[src/rtl/memory_arbiter_if.sv]
// Bus bundle between the arbiter, the datapath fetch/data ports and the RAM model.
// The master modport is the arbiter's view; slave is the datapath/RAM side.
interface memory_arbiter_if #(
    parameter int unsigned ADDR_W = 32
);
    logic              iREN;
    logic [ADDR_W-1:0] iaddr;
    logic [ADDR_W-1:0] iload;
    logic              ihit;
    logic              dREN;
    logic              dWEN;
    logic [ADDR_W-1:0] daddr;
    logic [ADDR_W-1:0] dstore;
    logic [ADDR_W-1:0] dload;
    logic              dhit;
    logic              halt;
    logic              ramREN;
    logic              ramWEN;
    logic [ADDR_W-1:0] ramaddr;
    logic [ADDR_W-1:0] ramstore;
    logic [ADDR_W-1:0] ramload;
    logic              ramready;
    logic              busy;

    modport master (
        input  iREN, iaddr, dREN, dWEN, daddr, dstore, halt, ramload, ramready,
        output iload, ihit, dload, dhit, ramREN, ramWEN, ramaddr, ramstore, busy
    );

    modport slave (
        output iREN, iaddr, dREN, dWEN, daddr, dstore, halt, ramload, ramready,
        input  iload, ihit, dload, dhit, ramREN, ramWEN, ramaddr, ramstore, busy
    );
endinterface

[src/rtl/memory_arbiter.sv]
// Shares one single-ported RAM between instruction fetch and data access.
// Data wins arbitration, but fetch is granted after STARVE_MAX data grants in a row.
module memory_arbiter #(
    parameter int unsigned STARVE_MAX = 4,
    parameter int unsigned ADDR_W     = 32
) (
    input  logic              CLK,
    input  logic              nRST,
    memory_arbiter_if.master  bus
);
    localparam int unsigned CntW = $clog2(STARVE_MAX + 1);

    typedef enum logic [1:0] {StIdle, StIacc, StDacc} state_e;

    state_e            state_q;
    logic [CntW-1:0]   starve_cnt_q;
    logic [ADDR_W-1:0] addr_q;
    logic [ADDR_W-1:0] data_q;
    logic              wr_q;

    logic data_req;
    logic i_req;
    logic starved;

    assign data_req = bus.dREN | bus.dWEN;
    assign i_req    = bus.iREN & ~bus.halt;
    assign starved  = i_req && (starve_cnt_q == CntW'(STARVE_MAX));

    always_ff @(posedge CLK or negedge nRST) begin
        if (!nRST) begin
            state_q      <= StIdle;
            starve_cnt_q <= '0;
            addr_q       <= '0;
            data_q       <= '0;
            wr_q         <= 1'b0;
        end else begin
            unique case (state_q)
                StIdle: begin
                    if (!i_req) starve_cnt_q <= '0;
                    if (data_req && !starved) begin
                        state_q <= StDacc;
                        addr_q  <= bus.daddr;
                        data_q  <= bus.dstore;
                        // A simultaneous read and write resolves to a write.
                        wr_q    <= bus.dWEN;
                        if (i_req && (starve_cnt_q != CntW'(STARVE_MAX))) begin
                            starve_cnt_q <= starve_cnt_q + CntW'(1);
                        end
                    end else if (i_req) begin
                        state_q      <= StIacc;
                        addr_q       <= bus.iaddr;
                        wr_q         <= 1'b0;
                        starve_cnt_q <= '0;
                    end
                end
                StIacc, StDacc: begin
                    if (bus.ramready) state_q <= StIdle;
                end
                default: state_q <= StIdle;
            endcase
        end
    end

    // RAM drive is decoded from state so reset drops the enables asynchronously.
    assign bus.ramREN   = (state_q == StIacc) || ((state_q == StDacc) && !wr_q);
    assign bus.ramWEN   = (state_q == StDacc) && wr_q;
    assign bus.ramaddr  = addr_q;
    assign bus.ramstore = data_q;

    assign bus.ihit  = (state_q == StIacc) && bus.ramready;
    assign bus.dhit  = (state_q == StDacc) && bus.ramready;
    assign bus.iload = bus.ihit ? bus.ramload : '0;
    assign bus.dload = bus.dhit ? bus.ramload : '0;
    assign bus.busy  = (state_q != StIdle);
endmodule

[src/flat_wrapper.sv]
// flat-port wrapper written by rule: the top's interface ports become plain ports
module memory_arbiter_flat 
#(
    parameter int unsigned STARVE_MAX = 4,
    parameter int unsigned ADDR_W     = 32
)
  (CLK, nRST, bus_iREN, bus_iaddr, bus_dREN, bus_dWEN, bus_daddr, bus_dstore, bus_halt, bus_ramload, bus_ramready, bus_iload, bus_ihit, bus_dload, bus_dhit, bus_ramREN, bus_ramWEN, bus_ramaddr, bus_ramstore, bus_busy);
  memory_arbiter_if #(.ADDR_W(ADDR_W)) bus_i ();
  input  logic CLK;
  input  logic nRST;
  input wire logic [$bits(bus_i.iREN)-1:0] bus_iREN;
  input wire logic [$bits(bus_i.iaddr)-1:0] bus_iaddr;
  input wire logic [$bits(bus_i.dREN)-1:0] bus_dREN;
  input wire logic [$bits(bus_i.dWEN)-1:0] bus_dWEN;
  input wire logic [$bits(bus_i.daddr)-1:0] bus_daddr;
  input wire logic [$bits(bus_i.dstore)-1:0] bus_dstore;
  input wire logic [$bits(bus_i.halt)-1:0] bus_halt;
  input wire logic [$bits(bus_i.ramload)-1:0] bus_ramload;
  input wire logic [$bits(bus_i.ramready)-1:0] bus_ramready;
  output wire logic [$bits(bus_i.iload)-1:0] bus_iload;
  output wire logic [$bits(bus_i.ihit)-1:0] bus_ihit;
  output wire logic [$bits(bus_i.dload)-1:0] bus_dload;
  output wire logic [$bits(bus_i.dhit)-1:0] bus_dhit;
  output wire logic [$bits(bus_i.ramREN)-1:0] bus_ramREN;
  output wire logic [$bits(bus_i.ramWEN)-1:0] bus_ramWEN;
  output wire logic [$bits(bus_i.ramaddr)-1:0] bus_ramaddr;
  output wire logic [$bits(bus_i.ramstore)-1:0] bus_ramstore;
  output wire logic [$bits(bus_i.busy)-1:0] bus_busy;
  assign bus_i.iREN = bus_iREN;
  assign bus_i.iaddr = bus_iaddr;
  assign bus_i.dREN = bus_dREN;
  assign bus_i.dWEN = bus_dWEN;
  assign bus_i.daddr = bus_daddr;
  assign bus_i.dstore = bus_dstore;
  assign bus_i.halt = bus_halt;
  assign bus_i.ramload = bus_ramload;
  assign bus_i.ramready = bus_ramready;
  assign bus_iload = bus_i.iload;
  assign bus_ihit = bus_i.ihit;
  assign bus_dload = bus_i.dload;
  assign bus_dhit = bus_i.dhit;
  assign bus_ramREN = bus_i.ramREN;
  assign bus_ramWEN = bus_i.ramWEN;
  assign bus_ramaddr = bus_i.ramaddr;
  assign bus_ramstore = bus_i.ramstore;
  assign bus_busy = bus_i.busy;
  memory_arbiter #(.STARVE_MAX(STARVE_MAX), .ADDR_W(ADDR_W)) u_core (.CLK(CLK), .nRST(nRST), .bus(bus_i));
endmodule
[config.mk]
export PLATFORM = sky130hd
export DESIGN_NAME = memory_arbiter_flat
export DESIGN_NICKNAME = d
export VERILOG_FILES = /design/src/rtl/memory_arbiter_if.sv /design/src/rtl/memory_arbiter.sv /design/src/flat_wrapper.sv
export SDC_FILE = /design/constraint.sdc
export NUM_CORES = 1
export LEC_CHECK = 0
export BUFFER_PORTS_ARGS = -buffer_cell sky130_fd_sc_hd__buf_2
export CAP_MARGIN = 20
export CORE_MARGIN = 4
export CORE_UTILIZATION = 43
export DETAILED_ROUTE_END_ITERATION = 7
export MAX_ROUTING_LAYER = met4
export PLACE_DENSITY_LB_ADDON = 0.3
export SETUP_SLACK_MARGIN = 0.05
export SLEW_MARGIN = 20
export SYNTH_ARGS = -nofsm -noshare
export SYNTH_HDL_FRONTEND = slang
export SYNTH_SLANG_ARGS = --single-unit
export TNS_END_PERCENT = 20
[constraint.sdc]
create_clock -name CLK -period 2.3 [get_ports CLK]
set_input_delay 0.23 -clock CLK [delete_from_list [all_inputs] [get_ports CLK]]
set_output_delay 0.23 -clock CLK [all_outputs]
set_load 0.1 [all_outputs]
---- Word level (Yosys, flattened, before mapping) ----
Index checks and enable logic that the tools add are counted.
word-level totals
  flip-flop bits (word level) ............. 70
  memories kept ........................... 0
  input bits .............................. 135
  bits in latches ......................... 0
  output and inout port bits .............. 133
  logic and storage cells ................. 46
  RAM bits ................................ 0
  ROM bits ................................ 0
cells by class
  divide/modulo/power cells ............... 0
  multiplexer cells ....................... 14
  equality and inequality tests ........... 6
  bitwise operators ....................... 3
  multiply operators ...................... 0
  order comparisons ....................... 0
  shifts and indexed selects .............. 0
  add/subtract/negate cells ............... 1
  reduce and logical (&&, ||, !) cells .... 17
operators by type and width
  cell                 count
  $mux 32              4
  $mux 3               4
  $logic_and 1x1->1    7
  $mux 2               3
  $reduce_and 2->1     3
  $pmux 2 s2           1
  $reduce_bool 2->1    2
  $add 3x1->3 const B  1
  $eq 3x3->1 const B   1
  $ne 3x1->1 const B   1
  $ne 3x3->1 const B   1
  $eq 2x1->1 const B   1
  $eq 2x2->1 const B   1
  $logic_not 1->1      2
  $logic_not 2->1      1
  $mux 1               2
  $ne 2x2->1 const B   1
  $reduce_or 2->1      1
  $and 1x1->1          1
  $logic_or 1x1->1     1
  $not 1->1            1
  $or 1x1->1           1

---- Depth between registers and ports, before layout ----
Gate-level depths: netlist (run 1).
  word-level depth ........................ 7
  depth in mapped cells ................... 7
  mapped depth without buffers ............ 5

---- Worst setup path after synthesis (run 1) ----
OpenSTA, ideal clock, no wires.
  kind .................................... register to register
  start point ............................. register u_core.state_q[0]
  end point ............................... register u_core.state_q[1]
  path slack .............................. 320 ps
  arrival time ............................ 1854 ps
  stages on the path, launching flop included .. 8
  required time ........................... 2174 ps
  library setup time ...................... 126 ps
  cells stage by stage .................... dfrtp_1 inv_1 ha_1 buf_2 buf_2 inv_1 o31ai_1 o2bb2ai_1
between the ends
  word-level cells in the longest chain between the ends .. 4
ends and longest elaborated chain
  item                                      line                  text
  start, declared                           memory_arbiter.sv:15  state_e state_q;
  start signal, assigned                    memory_arbiter.sv:31  state_q <= StIdle;
  start signal, assigned                    memory_arbiter.sv:41  state_q <= StDacc;
  start signal, assigned                    memory_arbiter.sv:50  state_q <= StIacc;
  $eq 2x2->1 or $eq 2x1->1 (tied branches)  memory_arbiter.sv:37  unique case (state_q)
  $reduce_or 2->1                           memory_arbiter.sv:37
  $ne 2x2->1 (no line)                      --
  $reduce_and 2->1 (no line)                --
Parallel ways exist; a longest one is shown, timed or not.
A chain may end at the register's enable or synchronous reset.

---- Worst setup path in the final report (run 1) ----
  start point ............................. register u_core.state_q[0]
  end point ............................... output port bus_busy
between the ends
  word-level cells in the longest chain between the ends .. 1
ends and longest elaborated chain
  item               line                  text
  $reduce_bool 2->1  memory_arbiter.sv:74  assign bus.busy = (state_q != StIdle);
  end, declared      flat_wrapper.sv:28    output wire logic [$bits(bus_i.busy)-1:0] bus_busy;
Every way passes these cells.

==> flow_metrics.env, run 1 <==
export IMPL_status="complete, no violations"
export IMPL_fin_nets=803
export IMPL_cts_setup_buffers=0
export IMPL_setup_viol=0
export IMPL_htree_levels=3
export IMPL_synth_area_leaders="dfrtp_1 42%, and3_1 9.6%, mux2_1 8.6%"
export IMPL_seqCellArea_sq_um=1750
export IMPL_endpoint="bus_busy"
export IMPL_die_y_um=107
export IMPL_finClkSkew_ns=0.0158
export IMPL_ios=268
export IMPL_cp_required_ns=2.07
export IMPL_gr_total_overflow=0
export IMPL_drive_gt1_share_pct=49.6
export IMPL_row_count=35
export IMPL_synth_area_per_cell_sq_um=10.1
export IMPL_final_common_cell="buf_2"
export IMPL_maxSlewViolCount=0
export IMPL_clock_root_buffer="clkbuf_8"
export IMPL_clk_latency_ns=0.34
export IMPL_dieArea_sq_um=11400
export IMPL_worst_slew_pin_slew_ns=0.716
export IMPL_multi_input_area_sq_um=2080
export IMPL_core_sq_um=9370
export IMPL_r2r_end="u_core.bus.ramstore[12]$_DFFE_PN0P_"
export IMPL_grt_max_degree=68
export IMPL_fillers=744
export IMPL_synth_warnings=0
export IMPL_final_area_sq_um=6480
export IMPL_antenna_found_initial=4
export IMPL_drtIter0Drc=266
export IMPL_syn_area_sq_um=4190
export IMPL_max_freq_ghz=0.464
export IMPL_startpoint="u_core.state_q[0]$_DFFE_PN0P_"
export IMPL_period_minus_slack_ns=2.16
export IMPL_r2r_start="u_core.starve_cnt_q[0]$_DFFE_PN0P_"
export IMPL_gp_congestion=0.801
export IMPL_numClockSinks=70
export IMPL_max_slew_margin_pct=52.3
export IMPL_drt_drc_violations_left=0
export IMPL_rrSetupSlack_ns=0.28
export IMPL_ant_nets=0
export IMPL_finalCritPeriodShare_pct=93.8
export IMPL_dr_pass1_iters=4
export IMPL_yosys_area_top_type="dfrtp_1"
export IMPL_ys_types=35
export IMPL_io_buffers=267
export IMPL_syn_num_nets=555
export IMPL_cts_buffers_inserted=9
export IMPL_synthCells=415
export IMPL_die_width_um=107
export IMPL_initial_core_util_pct=44.7
export IMPL_grt_usage_pct=25.1
export IMPL_area_growth_pct=54.6
export IMPL_clockBufferDepth=2
export IMPL_path_clk_slew_ns=0.09
export IMPL_startpoint_type="register"
export IMPL_finalSetupTns_ns=0
export IMPL_cts_tree="done"
export IMPL_highest_layer="met4"
export IMPL_min_path_type="in -> reg"
export IMPL_grt_pass1_vias=4398
export IMPL_wl_met2_mm=7.71
export IMPL_placed_cell_area_sq_um=6250
export IMPL_synthArstFlopShare_pct=100
export IMPL_postLayoutCoreUtil_pct=69.1
export IMPL_ys_seq_area_share_pct=41.8
export IMPL_synth_top_area_share_pct=41.8
export IMPL_worst_ep_arrival_time_ns=1.93
export IMPL_rsz0062_at_grt="yes"
export IMPL_max_cap_viol_count=0
export IMPL_synthFlopType="dfrtp_1"
export IMPL_avgRoutedWirePerCell_um=18.3
export IMPL_viasPerCell=5.47
export IMPL_endpoint_kind="output port"
export IMPL_worstSetupPathType="reg -> out"
export IMPL_reg2regPathDepth=6
export IMPL_ys_ff_latch=70
export IMPL_synth_edf_count=0
export IMPL_dp_hpwl_mm=11.2
export IMPL_wirelength_mm=14.6
export IMPL_grt_pass1_wl_mm=22.4
export IMPL_wl_met3_mm=1.12
export IMPL_cp_max_fo=41
export IMPL_hold_violations=0
export IMPL_via_count=4374
export IMPL_met1_length_mm=5.53
export IMPL_mostFrequentLayoutCells="227 x buf_2, 70 x dfrtp_1, 64 x and3_1, 64 x o21ai_0, 44 x buf_12"
==> critical path, cell delays in order (launching register included) <==
cell	delay [ns]
dfrtp_1	0.40
inv_1	0.11
ha_2	0.19
buf_4	0.40
inv_1	0.16
buf_2	0.33
==> sequential cells by signal, indices dropped and copies added, names as in the netlist <==
name	count
u_core.bus.ramaddr	32
u_core.state_q	2
u_core.bus.ramstore	32
u_core.starve_cnt_q	3
u_core.wr_q	1
==> cells in the mapped netlist, types with 2 or more instances <==
master     count
clkbuf_1      31
buf_6          4
inv_1         38
ha_1           5
mux2_1        32
a22oi_1       11
buf_2          8
a22oi_2       21
nand2_1        3
dfrtp_1       70
o21ai_0       64
buf_4          4
nand2b_1       3
nor2_1         2
and3_1        64
o31ai_1        2
o2bb2ai_1      2
nand3_1        2
and2_1         3
o221a_2        4
o221a_1       28
==> per-stage QoR <==
stage | setup WS [ns] | cells | hold WS (ns)
after floorplan | 0.320 | 415 | -0.0656
after global placement | 0.439 | 780 | 0.311
after detailed placement | 0.302 | 780 | 0.320
after CTS | 0.0599 | 796 | 0.0875
after global routing | 0.0245 | 800 | 0.0949
final | 0.143 | 800 | 0.0998
==> layer usage <==
metal,global-route usage [%],vias to the layer above
met3,6.02,23
met5,-,-
met4,6.48,0
met2,43.8,193
met1,28.9,2126
li1,-,2032
==> repair_timing <==
item | in CTS | in global routing
endpoints found under the hold margin | 28 | 0
gates resized for setup | 0 | 1
setup endpoints to repair | 0 | 22
hold buffers | 1 | 0
==> worst min path at each step <==
stage	from	end	slack, ns	cells past startpoint
after detailed placement	nRST	u_core.bus.ramaddr[30]$_DFFE_PN0P_	0.32	1
after global placement	nRST	u_core.bus.ramaddr[29]$_DFFE_PN0P_	0.31	1
after global routing	bus_dstore[15]	u_core.bus.ramstore[15]$_DFFE_PN0P_	0.09	2
final	bus_dstore[9]	u_core.bus.ramstore[9]$_DFFE_PN0P_	0.1	2
after CTS	bus_dstore[28]	u_core.bus.ramstore[28]$_DFFE_PN0P_	0.09	2
after floorplan	nRST	u_core.bus.ramaddr[0]$_DFFE_PN0P_	-0.07	0
==> cells by family after synthesis <==
group           synth area share [%]
mux                             8.60
simple gates                    12.1
flops                           41.8
fa+ha+maj                       1.49
compound gates                  27.0
buf+inv                         9.01
==> final cells by class <==
type,count,area share [%]
Clock buffer,9,1.91
Multi-Input combinational cell,259,32.1
Sequential cell,70,27.0
Clock inverter,6,1.35
Tap cell,129,2.49
Antenna cell,4,0.154
Timing Repair Buffer,285,32.8
Inverter,38,2.20
Power of run 1 is left out: the tool's default activity adds up to more than one toggle a clock period on the data nets, which glitch-free logic cannot reach.
==> run 2, diff against run 1 <==
BUFFER_PORTS_ARGS = unset   (was -buffer_cell sky130_fd_sc_hd__buf_2)
CORE_UTILIZATION = 44   (was 43)
CTS_CLUSTER_DIAMETER = 120   (was unset)
DONT_BUFFER_PORTS = 1   (was unset)
==> run 2 against run 1 <==
Final area is 17% lower. Non-clock buffer count is 171 lower. Final cell count is 22% lower. Hold slack worse by 0.085 ns. Maximum frequency is 7.3% higher. Global-route usage is 1.6 points lower. Sequential share of layout area is 5.6 points higher. Sequential cell count stayed put. Clock skew is 0.0030 ns lower. Critical path depth stayed put. First-iteration DRC count is 4.5% higher. Largest cell class is now multi-input combinational cells. Highest routed layer unchanged.
==> flow_metrics.env, run 2 (synthesis gave the netlist of run 1 again) <==
export IMPL_clockBufferDepth=2
export IMPL_maxSlewViolCount=0
export IMPL_grt_usage_pct=23.5
export IMPL_core_sq_um=9240
export IMPL_fillers=793
export IMPL_cts_tree="done"
export IMPL_hold_violations=0
export IMPL_setup_viol=0
export IMPL_finalCritPeriodShare_pct=87.4
export IMPL_worst_slew_pin_slew_ns=0.954
export IMPL_finClkSkew_ns=0.0127
export IMPL_period_minus_slack_ns=2.01
export IMPL_cp_required_ns=2.07
export IMPL_row_count=35
export IMPL_ios=268
export IMPL_endpoint_kind="output port"
export IMPL_via_count=3611
export IMPL_cts_buffers_inserted=9
export IMPL_worstSetupPathType="reg -> out"
export IMPL_die_y_um=106
export IMPL_max_cap_viol_count=0
export IMPL_clk_latency_ns=0.34
export IMPL_htree_levels=3
export IMPL_die_width_um=106
export IMPL_dieArea_sq_um=11200
export IMPL_min_path_type="in -> reg"
export IMPL_grt_max_degree=71
export IMPL_dp_hpwl_mm=9.50
export IMPL_fin_nets=632
export IMPL_rsz0062_at_grt="no"
export IMPL_finalSetupTns_ns=0
export IMPL_cp_max_fo=35
export IMPL_drt_drc_violations_left=0
export IMPL_dr_pass1_iters=4
export IMPL_final_common_cell="buf_4"
export IMPL_viasPerCell=5.77
export IMPL_drive_gt1_share_pct=32.1
export IMPL_status="complete, no violations"
export IMPL_placed_cell_area_sq_um=5110
export IMPL_area_growth_pct=28.1
export IMPL_hold_depth=1
export IMPL_reg2regPathDepth=6
export IMPL_drtIter0Drc=278
export IMPL_io_buffers=0
export IMPL_antenna_found_initial=1
export IMPL_worst_ep_arrival_time_ns=1.78
export IMPL_max_slew_margin_pct=36.2
export IMPL_max_freq_ghz=0.498
export IMPL_startpoint_type="register"
export IMPL_final_area_sq_um=5370
export IMPL_clock_root_buffer="clkbuf_8"
export IMPL_wirelength_mm=13.1
export IMPL_ant_nets=0
export IMPL_initial_core_util_pct=45.4
export IMPL_gr_total_overflow=0
export IMPL_gp_congestion=0.799
export IMPL_grt_pass1_vias=3807
export IMPL_numClockSinks=70
export IMPL_path_clk_slew_ns=0.08
export IMPL_avgRoutedWirePerCell_um=20.9
export IMPL_grt_pass1_wl_mm=20.4
export IMPL_mostFrequentLayoutCells="101 x buf_4, 70 x dfrtp_1, 64 x and3_1, 64 x o21ai_0, 38 x inv_1"
## run 2: changes by cell type in the layout (fill, tap and decap cells not counted), sizes merged
cell / previous run / this run
clkinvlp: 0 / 2
diode: 4 / 1
clkbuf: 9 / 10
buf: 284 / 113
clkinv: 4 / 1
## run 2: worst paths after layout
check | start | to | slack, ns
max in group asynchronous | nRST | u_core.state_q[1]$_DFFE_PN0P_ | 1.57
setup / recovery | u_core.state_q[0]$_DFFE_PN0P_ | bus_dload[19] | 0.29
min in group asynchronous | nRST | u_core.bus.ramaddr[23]$_DFFE_PN0P_ | 0.44
hold reg to reg | u_core.state_q[1]$_DFFE_PN0P_ | u_core.state_q[1]$_DFFE_PN0P_ | 0.53
hold / removal | bus_dstore[11] | u_core.bus.ramstore[11]$_DFFE_PN0P_ | 0.01
setup reg to reg | u_core.starve_cnt_q[0]$_DFFE_PN0P_ | u_core.bus.ramaddr[25]$_DFFE_PN0P_ | 0.48
## run 2: timing repair
action                                 4_1_cts  5_1_grt
setup buffers                                0        0
resized for setup                            0        0
endpoints found under the hold margin       70        0
hold buffers                                 2        0
## run 2: worst max-delay path: stages (launching register included)
cell     delay (ns)
dfrtp_1        0.40
inv_1          0.12
ha_1           0.15
buf_4          0.27
and3_1         0.21
buf_4          0.29
## run 2: metal layers
| metal | GRT usage [%] | up-vias | share of wire, % |
|---|---|---|---|
| met1 | 26.9 | 1738 | 39 |
| li1 | - | 1681 | - |
| met5 | - | - | 0 |
| met3 | 5.76 | 18 | 7.9 |
| met2 | 40.7 | 174 | 51 |
| met4 | 7.03 | 0 | 1.8 |
## run 2: area by class of cell
cell class              count  area [sq um]  share of cell area (%)
inverters                  38           143                    2.66
repair buffers            114          1020                    18.9
well taps                 129           161                    3.00
multi-input cells         259          2080                    38.6
flip-flops and latches     70          1750                    32.6
diodes                      1          2.50                  0.0466
clock buffers              10           138                    2.56
clock inverters             5          83.8                    1.56
## run 2: per-stage QoR
step           utilization [%]  std cells  setup slack [ns]  hold slack, ns
3_3_place_gp              55.3        608             0.489         -0.0639
6_report                  58.1        626             0.291          0.0147
2_1_floorplan                -        415             0.320         -0.0656
5_1_grt                   58.1        626             0.165         0.00224
3_5_place_dp              55.3        608             0.473         -0.0640
4_1_cts                   58.1        625             0.286         0.00533
Power of run 2 is left out for the same reason.
